==> src/rtl/alu_sequencer.sv <==
// alu_sequencer: issue/writeback controller for a combinational 16-bit ALU.
// Each instruction walks IDLE -> READ -> EXEC -> WB. Operands come from an
// internal register file. The ALU result and flags are committed on the edge
// that leaves EXEC, so that result, psr and the register file already hold
// the new values during the WB cycle in which done pulses.
module alu_sequencer #(
    parameter int NUM_REGS = 16,
    parameter int WIDTH    = 16
) (
    input  logic             clk,
    input  logic             reset_n,
    input  logic             instr_valid,
    output logic             instr_ready,
    input  logic [15:0]      instr,
    output logic [3:0]       alu_opcode,
    output logic [WIDTH-1:0] alu_a,
    output logic [WIDTH-1:0] alu_b,
    output logic             alu_cin,
    input  logic [WIDTH-1:0] alu_c,
    input  logic [4:0]       alu_flags,
    output logic             done,
    output logic             illegal,
    output logic [WIDTH-1:0] result,
    output logic [4:0]       psr,
    input  logic             ext_we,
    input  logic [3:0]       ext_addr,
    input  logic [WIDTH-1:0] ext_data,
    input  logic [3:0]       dbg_addr,
    output logic [WIDTH-1:0] dbg_data
);

    typedef enum logic [1:0] {
        S_IDLE = 2'd0,
        S_READ = 2'd1,
        S_EXEC = 2'd2,
        S_WB   = 2'd3
    } state_t;

    localparam logic [3:0] OP_NOP  = 4'h0;
    localparam logic [3:0] OP_CMP  = 4'hB;
    localparam logic [3:0] OP_ASHU = 4'hC;

    // Every defined opcode except NOP and CMP produces a register result.
    function automatic logic writes_rd(input logic [3:0] op);
        return (op != OP_NOP) && (op != OP_CMP) && (op <= OP_ASHU);
    endfunction

    // Arithmetic ops (ADD/ADDU/ADDC, SUB/SUBC/CMP) are the only flag writers.
    function automatic logic writes_psr(input logic [3:0] op);
        return ((op >= 4'h5) && (op <= 4'h7)) || ((op >= 4'h9) && (op <= 4'hB));
    endfunction

    state_t           state_q, state_d;
    logic [15:0]      instr_q, instr_d;
    logic [WIDTH-1:0] regs_q [NUM_REGS];
    logic [WIDTH-1:0] regs_d [NUM_REGS];
    logic [4:0]       psr_q, psr_d;
    logic [WIDTH-1:0] result_q, result_d;
    logic             done_q, done_d;
    logic             illegal_q, illegal_d;
    logic [3:0]       alu_opcode_q, alu_opcode_d;
    logic [WIDTH-1:0] alu_a_q, alu_a_d;
    logic [WIDTH-1:0] alu_b_q, alu_b_d;
    logic             alu_cin_q, alu_cin_d;

    logic [3:0] op, ra, rb, rd;
    assign op = instr_q[15:12];
    assign ra = instr_q[11:8];
    assign rb = instr_q[7:4];
    assign rd = instr_q[3:0];

    // Next-state and datapath updates; ALU drive is zero outside EXEC.
    always_comb begin
        state_d      = state_q;
        instr_d      = instr_q;
        regs_d       = regs_q;
        psr_d        = psr_q;
        result_d     = result_q;
        done_d       = 1'b0;
        illegal_d    = 1'b0;
        alu_opcode_d = OP_NOP;
        alu_a_d      = '0;
        alu_b_d      = '0;
        alu_cin_d    = 1'b0;
        case (state_q)
            S_IDLE: begin
                // A loader write and an accept can share this edge; the
                // operand read one cycle later sees the loaded value.
                if (ext_we) begin
                    regs_d[ext_addr] = ext_data;
                end
                if (instr_valid) begin
                    instr_d = instr;
                    state_d = S_READ;
                end
            end
            S_READ: begin
                // Operands are registered onto the ALU inputs for EXEC.
                alu_opcode_d = op;
                alu_a_d      = regs_q[ra];
                alu_b_d      = regs_q[rb];
                alu_cin_d    = psr_q[3];
                state_d      = S_EXEC;
            end
            S_EXEC: begin
                result_d  = alu_c;
                done_d    = 1'b1;
                illegal_d = (op > OP_ASHU);
                if (writes_rd(op)) begin
                    regs_d[rd] = alu_c;
                end
                if (writes_psr(op)) begin
                    psr_d = alu_flags;
                end
                state_d = S_WB;
            end
            S_WB: begin
                state_d = S_IDLE;
            end
            default: begin
                state_d = S_IDLE;
            end
        endcase
    end

    // State, register file and registered outputs; reset discards any in-flight op.
    always_ff @(posedge clk or negedge reset_n) begin
        if (!reset_n) begin
            state_q      <= S_IDLE;
            instr_q      <= '0;
            for (int i = 0; i < NUM_REGS; i++) begin
                regs_q[i] <= '0;
            end
            psr_q        <= '0;
            result_q     <= '0;
            done_q       <= 1'b0;
            illegal_q    <= 1'b0;
            alu_opcode_q <= OP_NOP;
            alu_a_q      <= '0;
            alu_b_q      <= '0;
            alu_cin_q    <= 1'b0;
        end else begin
            state_q      <= state_d;
            instr_q      <= instr_d;
            regs_q       <= regs_d;
            psr_q        <= psr_d;
            result_q     <= result_d;
            done_q       <= done_d;
            illegal_q    <= illegal_d;
            alu_opcode_q <= alu_opcode_d;
            alu_a_q      <= alu_a_d;
            alu_b_q      <= alu_b_d;
            alu_cin_q    <= alu_cin_d;
        end
    end

    assign instr_ready = (state_q == S_IDLE);
    assign alu_opcode  = alu_opcode_q;
    assign alu_a       = alu_a_q;
    assign alu_b       = alu_b_q;
    assign alu_cin     = alu_cin_q;
    assign done        = done_q;
    assign illegal     = illegal_q;
    assign result      = result_q;
    assign psr         = psr_q;
    assign dbg_data    = regs_q[dbg_addr];

endmodule
==> config.mk <==
export PLATFORM = sky130hd
export DESIGN_NAME = alu_sequencer
export DESIGN_NICKNAME = d
export VERILOG_FILES = /design/src/rtl/alu_sequencer.sv
export SDC_FILE = /design/constraint.sdc
export NUM_CORES = 1
export LEC_CHECK = 0
export ABC_CLOCK_PERIOD_IN_PS = 9590
export BUFFER_PORTS_ARGS = -buffer_cell sky130_fd_sc_hd__buf_4
export CAP_MARGIN = 10
export CORE_MARGIN = 1
export CORE_UTILIZATION = 52
export DETAILED_ROUTE_END_ITERATION = 16
export MAX_ROUTING_LAYER = met4
export PLACE_DENSITY = 0.75
export SLEW_MARGIN = 10
export SYNTH_ARGS = -nofsm -noshare
export SYNTH_HDL_FRONTEND = slang
export SYNTH_SLANG_ARGS = --single-unit
export TNS_END_PERCENT = 10
==> constraint.sdc <==
create_clock -name clk -period 9.59 [get_ports clk]
set_input_delay 1.918 -clock clk [delete_from_list [all_inputs] [get_ports clk]]
set_output_delay 1.918 -clock clk [all_outputs]
set_load 0.02 [all_outputs]
# [After elaboration in Yosys (flattened, before gate mapping)]
# Cells that the tools add are included.
[classes] n_reduce_logical=13 n_eq_ne=7 bitwise=5 div_mod_pow=0 magnitude_cmp=13 shifts=0 muxes=26 addsub=0 mul=0
[op_table] operator="256-bit bitwise mux" count=2
[op_table] operator="256-bit 2-to-1 mux" count=2
[op_table] operator="256-bit case mux with 2 select lines" count=1
[op_table] operator="16-bit binary-select mux with 4-bit select" count=3
[op_table] operator="16-bit 2-to-1 mux" count=10
[op_table] operator="16-bit demux with 4-bit select" count=2
[op_table] operator="5-bit >= comparator (second input constant)" count=5
[op_table] operator="4-bit NOT with 5-bit output" count=5
[op_table] operator="5-bit by 1-bit less-than comparator with 1-bit output (second input constant)" count=2
[op_table] operator="4-bit <= comparator (second input constant)" count=2
[op_table] operator="2-bit case mux with 4 select lines" count=1
[op_table] operator="1-bit logical AND" count=6
[op_table] operator="2-bit equality test (second input constant)" count=2
[op_table] operator="4-bit by 3-bit >= comparator with 1-bit output (second input constant)" count=1
[op_table] operator="4-bit >= comparator (second input constant)" count=1
[op_table] operator="4-bit greater-than comparator (second input constant)" count=1
[op_table] operator="4-bit by 3-bit <= comparator with 1-bit output (second input constant)" count=1
[op_table] operator="4-bit 2-to-1 mux" count=1
[op_table] operator="2-bit inequality test (second input constant)" count=2
[op_table] operator="4-bit inequality test (second input constant)" count=1
[op_table] operator="2-bit AND reduction" count=2
[op_table] operator="4-bit nonzero test" count=1
[op_table] operator="1-bit 2-to-1 mux" count=3
[op_table] operator="3-bit AND reduction" count=1
[op_table] operator="other kinds (6)" count=6
[word_totals] output_inout_bits=77 n_memories=0 wordCells=90 input_bits=65 ramBits=0 latch_bits=0 mem_bits_ro=0 regBits=334

# [Longest topological paths before layout]
[logic_depth] word_depth=8 mapped_depth=9 ltp_nobuf=6

# [Worst setup path after synthesis]
# OpenSTA, ideal clock, no wires.
[synth_path] path_kind="input to output" from="input dbg_addr[0]" to="output dbg_data[0]" stages=4 t_arrival_ns=3.937 n_path_buf=2 path_slack_ns=3.735 path_cell_list="clkbuf_1 > buf_1 > mux4_2 > mux4_2"
[synth_via] elab_chain_len=4
[synth_rtl] item="from (decl)" line_no="28" text="input logic [3:0] dbg_addr,"
[synth_rtl] item="4-bit NOT with 5-bit output (not written as such)" line_no="166" text="assign dbg_data = regs_q[dbg_addr];"
[synth_rtl] item="16-bit binary-select mux with 4-bit select" line_no="166"
[synth_rtl] item="16-bit 2-to-1 mux (not written as such) (2 in a row)" line_no="166"
[synth_rtl] item="to (decl)" line_no="29" text="output logic [WIDTH-1:0] dbg_data"
# Every way passes these cells. The select of a mux whose other input is x is not followed.

# [Worst setup path in the final report]
[layout_path] from="input dbg_addr[0]" to="output dbg_data[15]"
# The elaborated chain is that of the path after synthesis.

==> reports/metrics.yaml <==
status: "finished, final reports clean"
rows: 73
critPathRequiredTime_ns: 7.67
fill_cells: 3018
met2_length_um: 33900
routedWlPerCell_um: 35.7
grt_start_max_net_pins: 144
period_share_pct: 67.3
first_global_vias: 16500
leakage_nw: 9.85
hold_class: "flop to flop"
grt_setup_unrepaired: "no"
cellPowerDensity_mw_per_mm2: 259
worstHoldStart: "psr[2]"
r2r-start: "state_q[0]"
cts_tree: "built"
start_kind: "input port"
synth_common_cells: "334 x dfrtp_1, 276 x mux2_2, 256 x o2bb2ai_1"
hold_viol: 0
cts_buffer_depth: 3
regArea_mm2: 0.00837
top_layer: "met4"
die_area_mm2: 0.0412
crit_slowest_cell: "buf_4"
ant_nets: 0
path_max_fanout: 36
start_util_pct: 52.7
routabilityCongestion: 0.979
core-area_mm2: 0.0398
grt-ovfl-total: 0
routed_wl_um: 75800
first_iter_violations: 2050
die_x_um: 203
startpoint: "dbg_addr[0]"
dr_wl_met3_um: 9120
ys_warn_count: 0
placed_cell_area_mm2: 0.0225
tns_ns: 0
max_freq_mhz: 155
syn2layout_area_growth_pct: 13.3
fp.dieH_um: 203
postSynthCellCount: 1524
cts.repair.resized: 0
drive_above_1_share_pct: 47.9
multiInputGateArea_mm2: 0.0120
h-tree-depth: 2
endpoint_kind: "output port"
rrSetupSlack_ns: 5.95
async_reset_ff_share_pct: 100
finalCriticalPeriod_ns: 6.46
viasPerCell: 7.67
netlist.area_leader.share_pct: 39.8
synth-seq-area-share_pct: 39.8
numCtsBuffers: 38
fin_area_mm2: 0.0238
vdd_drop_max_mv: 0.156
syn-num-nets: 1592
clock-sinks: 334
grt_usage_pct: 38.5
path_common_cell: "buf_4"
cp_top_family: "buffers and inverters"
setup_viol: 0
syn_area_per_cell_um2: 13.8
ios: 142
syn-cell-area_mm2: 0.0210
yosys.area.top_type: "dfrtp_1"
postCtsSetupRepairBufs: 0
hold_buffers: 0
drv_cap: 0
numPortBuffers: 141
dp_hpwl_um: 45400
dr.pass1.iters: 5
nets: 1637
relSlewSlack_pct: 11.2
grt_pass1_wl_um: 111000
cp.buffers_inverters: 3
synthTopCellsByArea: "dfrtp_1 40%, mux4_2 22%, mux2_2 15%"
max_stage_delay_ns: 0.70
clk_latency_ns: 0.55
vias: 16300
synth_edf_count: 0
clkTransAtPathRegs_ns: 0.06
antenna_found_initial: 3
slew_violations: 0
dp.cells: 2054
ys_ff_latch: 334
worstSetupPathType: "input port to output port"
fin_cells: 2123
worst_slew_pin_slew_ns: 1.33
clockRootBuffer: "clkbuf_16"
wl_met1_um: 26200
worstPathArrival_ns: 4.54
cp_cell_sequence: "buf_4 -> buf_4 -> mux4_2 -> mux4_2 -> buf_4"
finClkSkew_ns: 0.0326
synth_ff_type: "dfrtp_1"
synth.most_common_cell: "dfrtp_1"
ys_types: 37
drc_errors: 0
-- kinds of logic (layout without fill, tap and decap cells) --
family,Yosys count,in the layout,share of synthesized area [%]
AO/OA/AOI/OAI,325,325,13.2
flip-flops,334,334,39.8
XOR/XNOR,1,1,0.0417
multiplexers,548,548,40.2
buffers and inverters,205,277,3.82
other,0,2,0
adder cells (fa/ha/maj),3,3,0.179
AND/OR/NAND/NOR,108,108,2.77
-- power breakdown --
part / internal, mW / leakage, nW / switching [mW]
sequential: 1.72 / 4.56 / 0.411
combinational: 1.08 / 4.67 / 1.45
clock: 0.885 / 0.619 / 0.612
-- sequential cells by signal, indices dropped and copies added (netlist names) --
register    count
psr             5
result         16
done            1
alu_b          16
instr_q        16
state_q         2
regs_q        256
alu_cin         1
illegal         1
alu_opcode      4
alu_a          16
-- layout by cell type (no fill, tap or decap), drive strengths merged, types with 4 or more instances in the layout --
| cell | synthesis | final |
|---|---|---|
| mux2 | 277 | 277 |
| nor2 | 6 | 6 |
| nand4 | 7 | 7 |
| buf | 69 | 189 |
| a211oi | 11 | 11 |
| o22ai | 31 | 31 |
| mux4 | 209 | 209 |
| nand2 | 30 | 30 |
| dfrtp | 334 | 334 |
| nand3 | 18 | 18 |
| mux2i | 62 | 62 |
| nor3 | 12 | 12 |
| a32oi | 5 | 5 |
| clkbuf | 115 | 59 |
| inv | 21 | 22 |
| o2bb2ai | 256 | 256 |
| o21ai | 18 | 18 |
| nand2b | 4 | 4 |
| and2 | 11 | 11 |
| clkinv | 0 | 4 |
| nor2b | 7 | 7 |
| and3 | 6 | 6 |
-- layer usage --
metal | global-route usage [%] | vias to the layer above
li1 | - | 6229
met1 | 46.3 | 8260
met2 | 55.4 | 1374
met3 | 10.8 | 422
met4 | 28.4 | 0
met5 | - | -
-- final cells by class --
| type | instances | area share [%] |
|---|---|---|
| clock buffer | 59 | 4.88 |
| multi-input combinational | 985 | 50.4 |
| antenna | 2 | 0.0210 |
| timing repair buffer | 189 | 6.05 |
| tap | 525 | 2.76 |
| sequential | 334 | 35.2 |
| clock inverter | 8 | 0.405 |
| inverter | 21 | 0.331 |
-- worst paths after layout --
check                          endpoint  cells past startpoint
max in group asynchronous    instr_q[8]                      2
hold / removal                   psr[2]                      1
setup reg to reg            regs_q[164]                      9
min in group asynchronous      alu_b[8]                      1
setup / recovery           dbg_data[15]                      5
hold reg to reg                  psr[2]                      1
-- per-stage QoR --
step / utilization, % / setup slack, ns / hold WS (ns) / total power [mW]
finish: 59.7 / 3.13 / 0.506 / 6.15
global route: 59.7 / 2.96 / 0.527 / 6.33
CTS: 59.7 / 3.12 / 0.510 / 6.09
detailed placement: 56.6 / 3.12 / 0.497 / 4.60
global placement: 56.6 / 3.18 / 0.493 / 4.53
floorplan: - / 3.74 / 0.487 / 3.68
(Power assumes the default switching activity.)
